<file path="src/rtl/spi_pkg.sv">
// Shared types and constants for the SPI register-port responder.
// Frames are a 32-bit header (command byte + 24-bit address) followed by 32 data bits.
package spi_pkg;

    typedef enum logic [2:0] {
        ST_IDLE,
        ST_HEADER,
        ST_WR_DATA,
        ST_RD_LOAD,
        ST_RD_DATA,
        ST_SKIP
    } spi_state_t;

    localparam int CMD_W     = 8;
    localparam int ADDR_W    = 24;
    localparam int DATA_W    = 32;
    localparam int HDR_BITS  = 32;
    localparam int DATA_BITS = 32;
    localparam int CNT_W     = 6;

    localparam logic [CMD_W-1:0] CMD_WRITE_DEF = 8'h69;
    localparam logic [CMD_W-1:0] CMD_READ_DEF  = 8'h00;

endpackage

</file>
<file path="src/rtl/spi_sync_edge.sv">
// Multi-stage synchronizer for an asynchronous pin with rise/fall detection
// taken from the last two flops; edges are visible STAGES cycles after the pin moves.
module spi_sync_edge #(
    parameter int   STAGES  = 2,
    parameter logic RST_VAL = 1'b0
) (
    input  logic clk,
    input  logic rst_n,
    input  logic i_d,
    output logic o_rise,
    output logic o_fall
);

    logic [STAGES:0] r_chain;

    always_ff @(posedge clk or negedge rst_n) begin
        if (!rst_n) begin
            r_chain <= {(STAGES + 1){RST_VAL}};
        end else begin
            r_chain <= {r_chain[STAGES-1:0], i_d};
        end
    end

    assign o_rise = r_chain[STAGES-1] & ~r_chain[STAGES];
    assign o_fall = ~r_chain[STAGES-1] & r_chain[STAGES];

endmodule

</file>
<file path="src/rtl/spi_slave_regif.sv">
// SPI responder: decodes LSB-first command/address headers and turns them into
// single-cycle register-port write/read strobes, returning read data on miso.
//
// state      | meaning
// -----------+-------------------------------------------------------------
// ST_IDLE    | waiting for cs_n falling; miso tri-stated (oe=0, miso=0)
// ST_HEADER  | shifting in 8-bit command + 24-bit address
// ST_WR_DATA | shifting in 32 write-data bits
// ST_RD_LOAD | rd_en issued; capture rd_data the following cycle
// ST_RD_DATA | driving 32 read-data bits on miso
// ST_SKIP    | unknown command; counting out the data phase silently
module spi_slave_regif
    import spi_pkg::*;
#(
    parameter logic [CMD_W-1:0] CMD_WRITE   = CMD_WRITE_DEF,
    parameter logic [CMD_W-1:0] CMD_READ    = CMD_READ_DEF,
    parameter int               SYNC_STAGES = 2
) (
    input  logic              clk,
    input  logic              rst_n,
    input  logic              sclk,
    input  logic              cs_n,
    input  logic              mosi,
    output logic              miso,
    output logic              miso_oe,
    output logic [ADDR_W-1:0] addr,
    output logic              wr_en,
    output logic [DATA_W-1:0] wr_data,
    output logic              rd_en,
    input  logic [DATA_W-1:0] rd_data,
    output logic              cmd_err,
    output logic              frame_done
);

    logic w_sclk_rise, w_sclk_fall, w_cs_rise, w_cs_fall;
    logic w_mosi, w_abort, w_last, w_hdr_done, w_done;
    logic [HDR_BITS-1:0] w_rx_next;
    spi_state_t w_state_nxt;

    spi_state_t          r_state;
    logic [SYNC_STAGES-1:0] r_mosi_sync;
    logic [CNT_W-1:0]    r_bit_cnt;
    logic [HDR_BITS-1:0] r_rx_sr;
    logic [DATA_W-1:0]   r_tx_sr;
    logic                r_rd_armed;
    logic [ADDR_W-1:0]   r_addr;
    logic [DATA_W-1:0]   r_wr_data;
    logic                r_wr_en, r_rd_en, r_cmd_err, r_frame_done;

    spi_sync_edge #(.STAGES(SYNC_STAGES), .RST_VAL(1'b1)) u_sclk_sync (
        .clk(clk), .rst_n(rst_n), .i_d(sclk), .o_rise(w_sclk_rise), .o_fall(w_sclk_fall)
    );

    spi_sync_edge #(.STAGES(SYNC_STAGES), .RST_VAL(1'b1)) u_cs_sync (
        .clk(clk), .rst_n(rst_n), .i_d(cs_n), .o_rise(w_cs_rise), .o_fall(w_cs_fall)
    );

    // Same depth as the sclk chain so mosi is aligned with the detected edge.
    always_ff @(posedge clk or negedge rst_n) begin
        if (!rst_n) begin
            r_mosi_sync <= '0;
        end else begin
            r_mosi_sync <= {r_mosi_sync[SYNC_STAGES-2:0], mosi};
        end
    end

    assign w_mosi     = r_mosi_sync[SYNC_STAGES-1];
    assign w_rx_next  = {w_mosi, r_rx_sr[HDR_BITS-1:1]};
    assign w_abort    = (r_state != ST_IDLE) && w_cs_rise;
    assign w_last     = w_sclk_rise && (r_bit_cnt == CNT_W'(HDR_BITS - 1));
    assign w_hdr_done = !w_abort && w_last && (r_state == ST_HEADER);
    assign w_done     = !w_abort && w_last &&
                        ((r_state == ST_WR_DATA) || (r_state == ST_RD_DATA) || (r_state == ST_SKIP));

    always_ff @(posedge clk or negedge rst_n) begin
        if (!rst_n) begin
            r_state <= ST_IDLE;
        end else begin
            r_state <= w_state_nxt;
        end
    end

    always_comb begin
        w_state_nxt = r_state;
        if (w_abort) begin
            w_state_nxt = ST_IDLE;
        end else begin
            case (r_state)
                ST_IDLE:    if (w_cs_fall) w_state_nxt = ST_HEADER;
                ST_HEADER: begin
                    if (w_last) begin
                        if (w_rx_next[CMD_W-1:0] == CMD_WRITE)     w_state_nxt = ST_WR_DATA;
                        else if (w_rx_next[CMD_W-1:0] == CMD_READ) w_state_nxt = ST_RD_LOAD;
                        else                                       w_state_nxt = ST_SKIP;
                    end
                end
                ST_RD_LOAD: if (!r_rd_en) w_state_nxt = ST_RD_DATA;
                ST_WR_DATA, ST_RD_DATA, ST_SKIP: if (w_last) w_state_nxt = ST_IDLE;
                default:    w_state_nxt = ST_IDLE;
            endcase
        end
    end

    always_ff @(posedge clk or negedge rst_n) begin
        if (!rst_n) begin
            r_bit_cnt    <= '0;
            r_rx_sr      <= '0;
            r_tx_sr      <= '0;
            r_rd_armed   <= 1'b0;
            r_addr       <= '0;
            r_wr_data    <= '0;
            r_wr_en      <= 1'b0;
            r_rd_en      <= 1'b0;
            r_cmd_err    <= 1'b0;
            r_frame_done <= 1'b0;
        end else begin
            r_wr_en      <= 1'b0;
            r_rd_en      <= 1'b0;
            r_cmd_err    <= 1'b0;
            r_frame_done <= 1'b0;

            if (w_state_nxt != r_state) begin
                r_bit_cnt <= '0;
            end else if (w_sclk_rise && (r_state != ST_IDLE) && (r_state != ST_RD_LOAD)) begin
                r_bit_cnt <= r_bit_cnt + CNT_W'(1);
            end

            if (w_sclk_rise && ((r_state == ST_HEADER) || (r_state == ST_WR_DATA))) begin
                r_rx_sr <= w_rx_next;
            end

            if (w_hdr_done) begin
                r_addr    <= w_rx_next[HDR_BITS-1:CMD_W];
                r_rd_en   <= (w_state_nxt == ST_RD_LOAD);
                r_cmd_err <= (w_state_nxt == ST_SKIP);
            end

            if (w_done) begin
                r_frame_done <= 1'b1;
                if (r_state == ST_WR_DATA) begin
                    r_wr_en   <= 1'b1;
                    r_wr_data <= w_rx_next;
                end
            end

            // The falling edge between the last header bit and the first data
            // rise must not shift, so shifting is armed by the first data rise.
            if ((r_state == ST_RD_LOAD) && !r_rd_en) begin
                r_tx_sr    <= rd_data;
                r_rd_armed <= 1'b0;
            end else if (r_state == ST_RD_DATA) begin
                if (w_sclk_rise) r_rd_armed <= 1'b1;
                if (w_sclk_fall && r_rd_armed) r_tx_sr <= {1'b0, r_tx_sr[DATA_W-1:1]};
            end
        end
    end

    assign miso_oe    = (r_state == ST_RD_DATA) && !w_cs_rise;
    assign miso       = miso_oe & r_tx_sr[0];
    assign addr       = r_addr;
    assign wr_en      = r_wr_en;
    assign wr_data    = r_wr_data;
    assign rd_en      = r_rd_en;
    assign cmd_err    = r_cmd_err;
    assign frame_done = r_frame_done;

endmodule

</file>
<file path="config.mk">
export PLATFORM = sky130hd
export DESIGN_NAME = spi_slave_regif
export DESIGN_NICKNAME = d
export VERILOG_FILES = /design/src/rtl/spi_pkg.sv /design/src/rtl/spi_sync_edge.sv /design/src/rtl/spi_slave_regif.sv
export SDC_FILE = /design/constraint.sdc
export NUM_CORES = 1
export LEC_CHECK = 0
export CAP_MARGIN = 25
export CORE_ASPECT_RATIO = 1.1
export CORE_MARGIN = 1.5
export CORE_UTILIZATION = 48
export CTS_BUF_LIST = sky130_fd_sc_hd__clkbuf_4 sky130_fd_sc_hd__clkbuf_8 sky130_fd_sc_hd__clkbuf_16
export CTS_CLUSTER_DIAMETER = 200
export DETAILED_ROUTE_END_ITERATION = 7
export HOLD_SLACK_MARGIN = 0.03
export PLACE_DENSITY = 0.76
export SYNTH_ARGS = -nofsm -noshare
export SYNTH_HDL_FRONTEND = slang
export SYNTH_HIERARCHICAL = 1
export SYNTH_SLANG_ARGS = --single-unit
</file>
<file path="constraint.sdc">
create_clock -name clk -period 2 [get_ports clk]
set_input_delay 0.3 -clock clk [delete_from_list [all_inputs] [get_ports clk]]
set_output_delay 0.3 -clock clk [all_outputs]
set_load 0.01 [all_outputs]
</file>
# After elaboration in Yosys (flattened, before gate mapping)
# Index checks and enable logic that the tools add are counted.
# W data, S select, Z words.
op_classes:
  add_sub_neg: 1
  eq_ne: 11
  n_mux: 21
  bitwise_logic: 9
  n_reduce_logical: 28
ops:
  columns: ["cell", "n"]
  rows:
  - ["$mux W32", 3]
  - ["$mux W3", 7]
  - ["$mux W6", 2]
  - ["$pmux W3 S4", 1]
  - ["$logic_and A1 B1 Y1", 11]
  - ["$eq A3 B2 Y1 const B", 3]
  - ["$eq A3 B3 Y1 const B", 3]
  - ["$eq A8 B7 Y1 const B", 1]
  - ["$logic_not A8 Y1", 1]
  - ["$mux W1", 8]
  - ["$reduce_bool A2 Y1", 4]
  - ["$add A6 B1 Y6 const B", 1]
  - ["$eq A6 B5 Y1 const B", 1]
  - ["$reduce_and A2 Y1", 3]
  - ["$and A1 B1 Y1", 5]
  - ["$not A1 Y1", 4]
  - ["$eq A3 B1 Y1 const B", 1]
  - ["$logic_not A1 Y1", 3]
  - ["$logic_not A3 Y1", 1]
  - ["$logic_or A1 B1 Y1", 3]
  - ["$ne A3 B2 Y1 const B", 1]
  - ["$ne A3 B3 Y1", 1]
  - ["$reduce_bool A3 Y1", 1]
  - ["$reduce_or A3 Y1", 1]
totals:
  register_bits: 142
  in_bits: 37
  out_inout_bits: 62
  word_cells: 84

# Logic depth before layout (Yosys ltp)
depth:
  depth_word: 8
  depth_mapped: 8
  ltp_nobuf: 5

# Modules after synthesis
# The synthesis kept the hierarchy.
modules_own_cells:
  columns: ["module", "n_inst", "cells_per_inst", "area_each_um2", "seq_area_each_um2"]
  rows:
  - ["spi_slave_regif", 1, 428, 5765.5, 3378.2]
  - ["spi_sync_edge", 2, 5, 93.8, 78.8]

# Least setup slack after synthesis
# OpenSTA, ideal clock, no wires.
synth_timing:
  kind: "reg-to-reg"
  startpoint: "register u_sclk_sync.r_chain[1]"
  endpoint: "register r_addr[10], in the netlist addr[10]"
  setup_time_ps: 128
  arrival_time_ps: 1890
  required_ps: 1872
  setup_slack_ps: -17
  stages_incl_launch_ff: 7
  path_buffers: 1
  synth_period_minus_slack_ps: 2017
  path_cell_list: "dfstp_2 nor2b_1 nand4_1 nor3_2 nand2_1 buf_2 mux2_1"
synth_via:
  elab_chain_len: 4
synth_lines:
  columns: ["element", "line_no", "source"]
  rows:
  - ["start, declared", "spi_sync_edge.sv:14", "logic [STAGES:0] r_chain;"]
  - ["start signal, assigned", "spi_sync_edge.sv:18", "r_chain <= {(STAGES + 1){RST_VAL}};"]
  - ["start signal, assigned", "spi_sync_edge.sv:20", "r_chain <= {r_chain[STAGES-1:0], i_d};"]
  - ["$and A1 B1 Y1", "spi_sync_edge.sv:24", "assign o_rise = r_chain[STAGES-1] & ~r_chain[STAGES];"]
  - ["net w_sclk_rise", "spi_slave_regif.sv:35", "logic w_sclk_rise, w_sclk_fall, w_cs_rise, w_cs_fall;"]
  - ["$logic_and A1 B1 Y1", "spi_slave_regif.sv:70", "assign w_last = w_sclk_rise && (r_bit_cnt == CNT_W'(HDR_BITS - 1));"]
  - ["$logic_and A1 B1 Y1 (2 in a row)", "spi_slave_regif.sv:71", "assign w_hdr_done = !w_abort && w_last && (r_state == ST_HEADER);"]
  - ["end signal, assigned", "spi_slave_regif.sv:133", "r_addr <= w_rx_next[HDR_BITS-1:CMD_W];"]
  - ["end, declared", "spi_slave_regif.sv:46", "logic [ADDR_W-1:0] r_addr;"]
# The timed path passes the listed nets, and every way through them passes these cells.
# A chain may end at the register's enable or synchronous reset.

# Final worst setup path
layout_timing:
  startpoint: "register u_cs_sync.r_chain[1]"
  endpoint: "output port miso"
layout_via:
  elab_chain_len: 4
layout_lines:
  columns: ["element", "line_no", "source"]
  rows:
  - ["start, declared", "spi_sync_edge.sv:14", null]
  - ["start signal, assigned", "spi_sync_edge.sv:18", null]
  - ["start signal, assigned", "spi_sync_edge.sv:20", null]
  - ["$and A1 B1 Y1", "spi_sync_edge.sv:24", null]
  - ["net w_cs_rise", "spi_slave_regif.sv:35", null]
  - ["$logic_not A1 Y1", "spi_slave_regif.sv:158", "assign miso_oe = (r_state == ST_RD_DATA) && !w_cs_rise;"]
  - ["$logic_and A1 B1 Y1", "spi_slave_regif.sv:158", null]
  - ["$and A1 B1 Y1", "spi_slave_regif.sv:159", "assign miso = miso_oe & r_tx_sr[0];"]
  - ["end, declared", "spi_slave_regif.sv:24", "output logic miso,"]
# The timed path passes the listed nets, and every way through them passes these cells.

==> metrics.md <==
| Metric | Value |
|---|---|
| Initial drt markers | `125` |
| Total CTS buffers | `17` |
| Top post-synthesis cells by area | `dfrtp_1, mux2_2, mux2_4` |
| RSZ-0062 raised after global routing | `no` |
| Via count | `3758` |
| Worst Tran Pin Value | `0.5171 ns` |
| Initial antenna violation count | `0` |
| Setup violations, final | `0` |
| Fin crit period | `1.906 ns` |
| Seq/Total Area, Yosys | `59.39%` |
| Clock Path Buffers | `2` |
| Total Die Area | `0.01308 mm2` |
| MaxCap Viol Count | `0` |
| Reg-to-Reg Start | `u_sclk_sync/r_chain[1]$_DFF_PN1_` |
| Pwr dens | `1058 mW/mm2` |
| Port bufs | `98` |
| Filler cell count | `909` |
| Largest net degree at the start of global routing | `64` |
| Worst rel slew slack | `65.53%` |
| Most frequent cell after synthesis | `dfrtp_1` |
| Row count | `42` |
| Final Cycle Share | `95.31%` |
| Core area | `0.01209 mm2` |
| Top-area cell type share of the netlist area | `56.75%` |
| Hold Crit Class | `in2reg` |
| Register bit total from synthesis | `141` |
| Syn nets | `476` |
| Post-DP HPWL | `7578 um` |
| CP Class | `reg2out` |
| H-tree levels | `4` |
| Routed len/inst | `16.59 um` |
| Clock Latency Late Sink | `0.42 ns` |
| Pre-antenna DRT Iters | `5` |
| Global-route wire length before repair | `19620 um` |
| Data arrival, critical path | `1.61 ns` |
| Reg area | `0.003536 mm2` |
| Outcome | `finished clean` |
| Syn Inst Count | `438` |
| Hold WS | `0.2855 ns` |
| Hold_sp | `sclk` |
| EDFF count, synth | `0` |
| Synth Area per Inst | `13.59 um2` |
| Netlist cell types | `48` |
| Multi-input gate area | `0.002282 mm2` |
| Die width | `109.2 um` |
| Critical path origin | `u_cs_sync/r_chain[1]$_DFF_PN1_` |
| Post-detailed-route count of antenna-violating nets | `0` |
| Die Y | `119.8 um` |
| Total power | `8.340 mW` |
| Leading area contributor after synthesis | `dfrtp_1` |
| CTS root buf | `clkbuf_16` |
| Max VDD drop | `0.0006733 V` |
| # nets final | `587` |
| Grt total ovfl | `0` |
| Async set-reset flop share out of synthesis | `100.0%` |
| Crit Path Max Fanout | `3` |
| Routed WL | `11880 um` |
| Antenna Cells | `0` |
| Dpl cells | `682` |
| DRC viols | `0` |
| Worst Setup Start Kind | `register` |
| RD Place Congestion | `0.8181` |
| Most frequent cells after synthesis | `dfrtp_1, mux2_2, nor2_1` |
| Final-report hold violation count | `0` |
| Synth Flop Type | `dfrtp_1` |
| Final non-filler cell total | `716` |
| DR vias/cell | `5.249` |
| Setup TNS | `0 ns` |
| Initial Util | `49.25%` |
| Share of cells above drive strength 1 | `25.27%` |
| Setup crit end kind | `output port` |
| Max Clk Rate | `524.6 MHz` |
| Synth-to-layout area growth | `32.37%` |
| Mapped cell area | `0.005953 mm2` |
| Reg clk slew, reported paths | `0.06 ns` |
| Static Leak | `3.618 nW` |
| Warning count from the yosys run | `6` |
| Final Util | `65.20%` |
| Clk sinks | `141` |
| Skew final | `0.007050 ns` |
| Vias in the first global route | `3940` |
| Total global-route track usage | `19.73%` |
| TritonCTS clock tree | `built` |
| Max Slew Vio Count | `0` |
| Top Ports | `99` |
| Worst Path Required | `1.70 ns` |
==> timing repair <==
item                                   CTS  global route
setup endpoints to repair                2             3
gates cloned                             0             0
endpoints found under the hold margin   49             0
hold buffers                             1             0
setup buffers                            0             1
resized for setup                        5             3
==> cell type report <==
| cell class | instances | share of cell area, % |
|---|---|---|
| Tap cell | 154 | 2.445 |
| Timing Repair Buffer | 117 | 15.29 |
| Multi-Input combinational cell | 269 | 28.96 |
| Clock buffer | 22 | 6.272 |
| Clock inverter | 10 | 2.017 |
| Sequential cell | 141 | 44.87 |
| Inverter | 3 | 0.1429 |
==> worst paths after layout <==
path / depth (start not counted) / endpoint / slack [ns]
max in group asynchronous: 3 / r_tx_sr[1]$_DFFE_PN0P_ / 0.86
min in group asynchronous: 2 / addr[9]$_DFFE_PN0P_ / 0.41
max: 4 / miso / 0.09
min: 1 / u_sclk_sync/r_chain[0]$_DFF_PN1_ / 0.29
min reg2reg: 0 / r_mosi_sync[1]$_DFF_PN0_ / 0.35
max reg2reg: 6 / rd_en$_DFF_PN0_ / 0.11
==> cell families after synthesis <==
kind of cell               count (synthesis)  synth area share (%)
buffers and inverters                     28                 2.627
DFF                                      141                 59.39
muxes                                    118                 23.56
AOI/OAI and AO/OA                         61                 5.822
adders and majority gates                  1                0.2101
and+or+nand+nor                           83                 7.503
xor gates and xnor gates                   6                0.8827
==> stage by stage <==
step                      worst slack (ns)  cell area, um2
after floorplan                    0.08139            5956
after global placement              0.1420            7188
after detailed placement            0.1053            7188
after CTS                         0.008137            7861
after global routing               0.02169            7880
final                              0.09380            7880
==> cells in the final DEF, fill, tap and decap left out, types with 3 or more instances in the layout <==
cell,synthesis,layout
buf_12,0,6
a21oi_1,37,37
dfstp_2,6,6
bufinv_16,0,4
nand2_1,5,5
buf_4,0,11
clkbuf_16,0,17
xor2_1,6,6
nor3_1,8,7
nor2_1,38,38
clkbuf_8,0,5
mux2_2,43,43
nand2b_1,4,4
o211ai_1,3,3
dfrtp_1,135,135
mux2_1,14,14
and4_1,4,4
clkinv_2,0,3
clkdlybuf4s50_1,0,95
mux2i_1,31,31
nand3b_1,3,3
mux2_4,30,30
o21ai_0,8,8
==> routing by layer <==
metal / GRT usage [%] / share of wire (%) / routed length [um]
met1: 24.69 / 43 / 5099
met4: 9.253 / 2.3 / 272
met3: 7.007 / 6.1 / 724
met5: 0 / 0 / 0
met2: 30.43 / 49 / 5782
==> power by group <==
| group | switching [mW] | leakage, nW | internal (mW) |
|---|---|---|---|
| Combinational | 0.811 | 1.52 | 0.707 |
| Sequential | 0.238 | 1.78 | 3.17 |
| Clock | 1.17 | 0.318 | 2.25 |
| Total | 2.22 | 3.62 | 6.12 |
==> sequential cells by signal, indices dropped and copies added, names as in the netlist, 2 cells and up <==
| name | flops |
|---|---|
| addr | 24 |
| r_bit_cnt | 6 |
| r_mosi_sync | 2 |
| r_rx_sr | 31 |
| r_state | 3 |
| r_tx_sr | 32 |
| u_cs_sync/r_chain | 3 |
| u_sclk_sync/r_chain | 3 |
| wr_data | 32 |
==> worst max-delay path, stage by stage (launching register included) <==
cell and delay [ns]:
dfstp_2 0.54, nor2b_4 0.18, nor3_2 0.07, and2_1 0.18, clkdlybuf4s15_1 0.23
No activity file was read; power rests on OpenSTA's default activity.
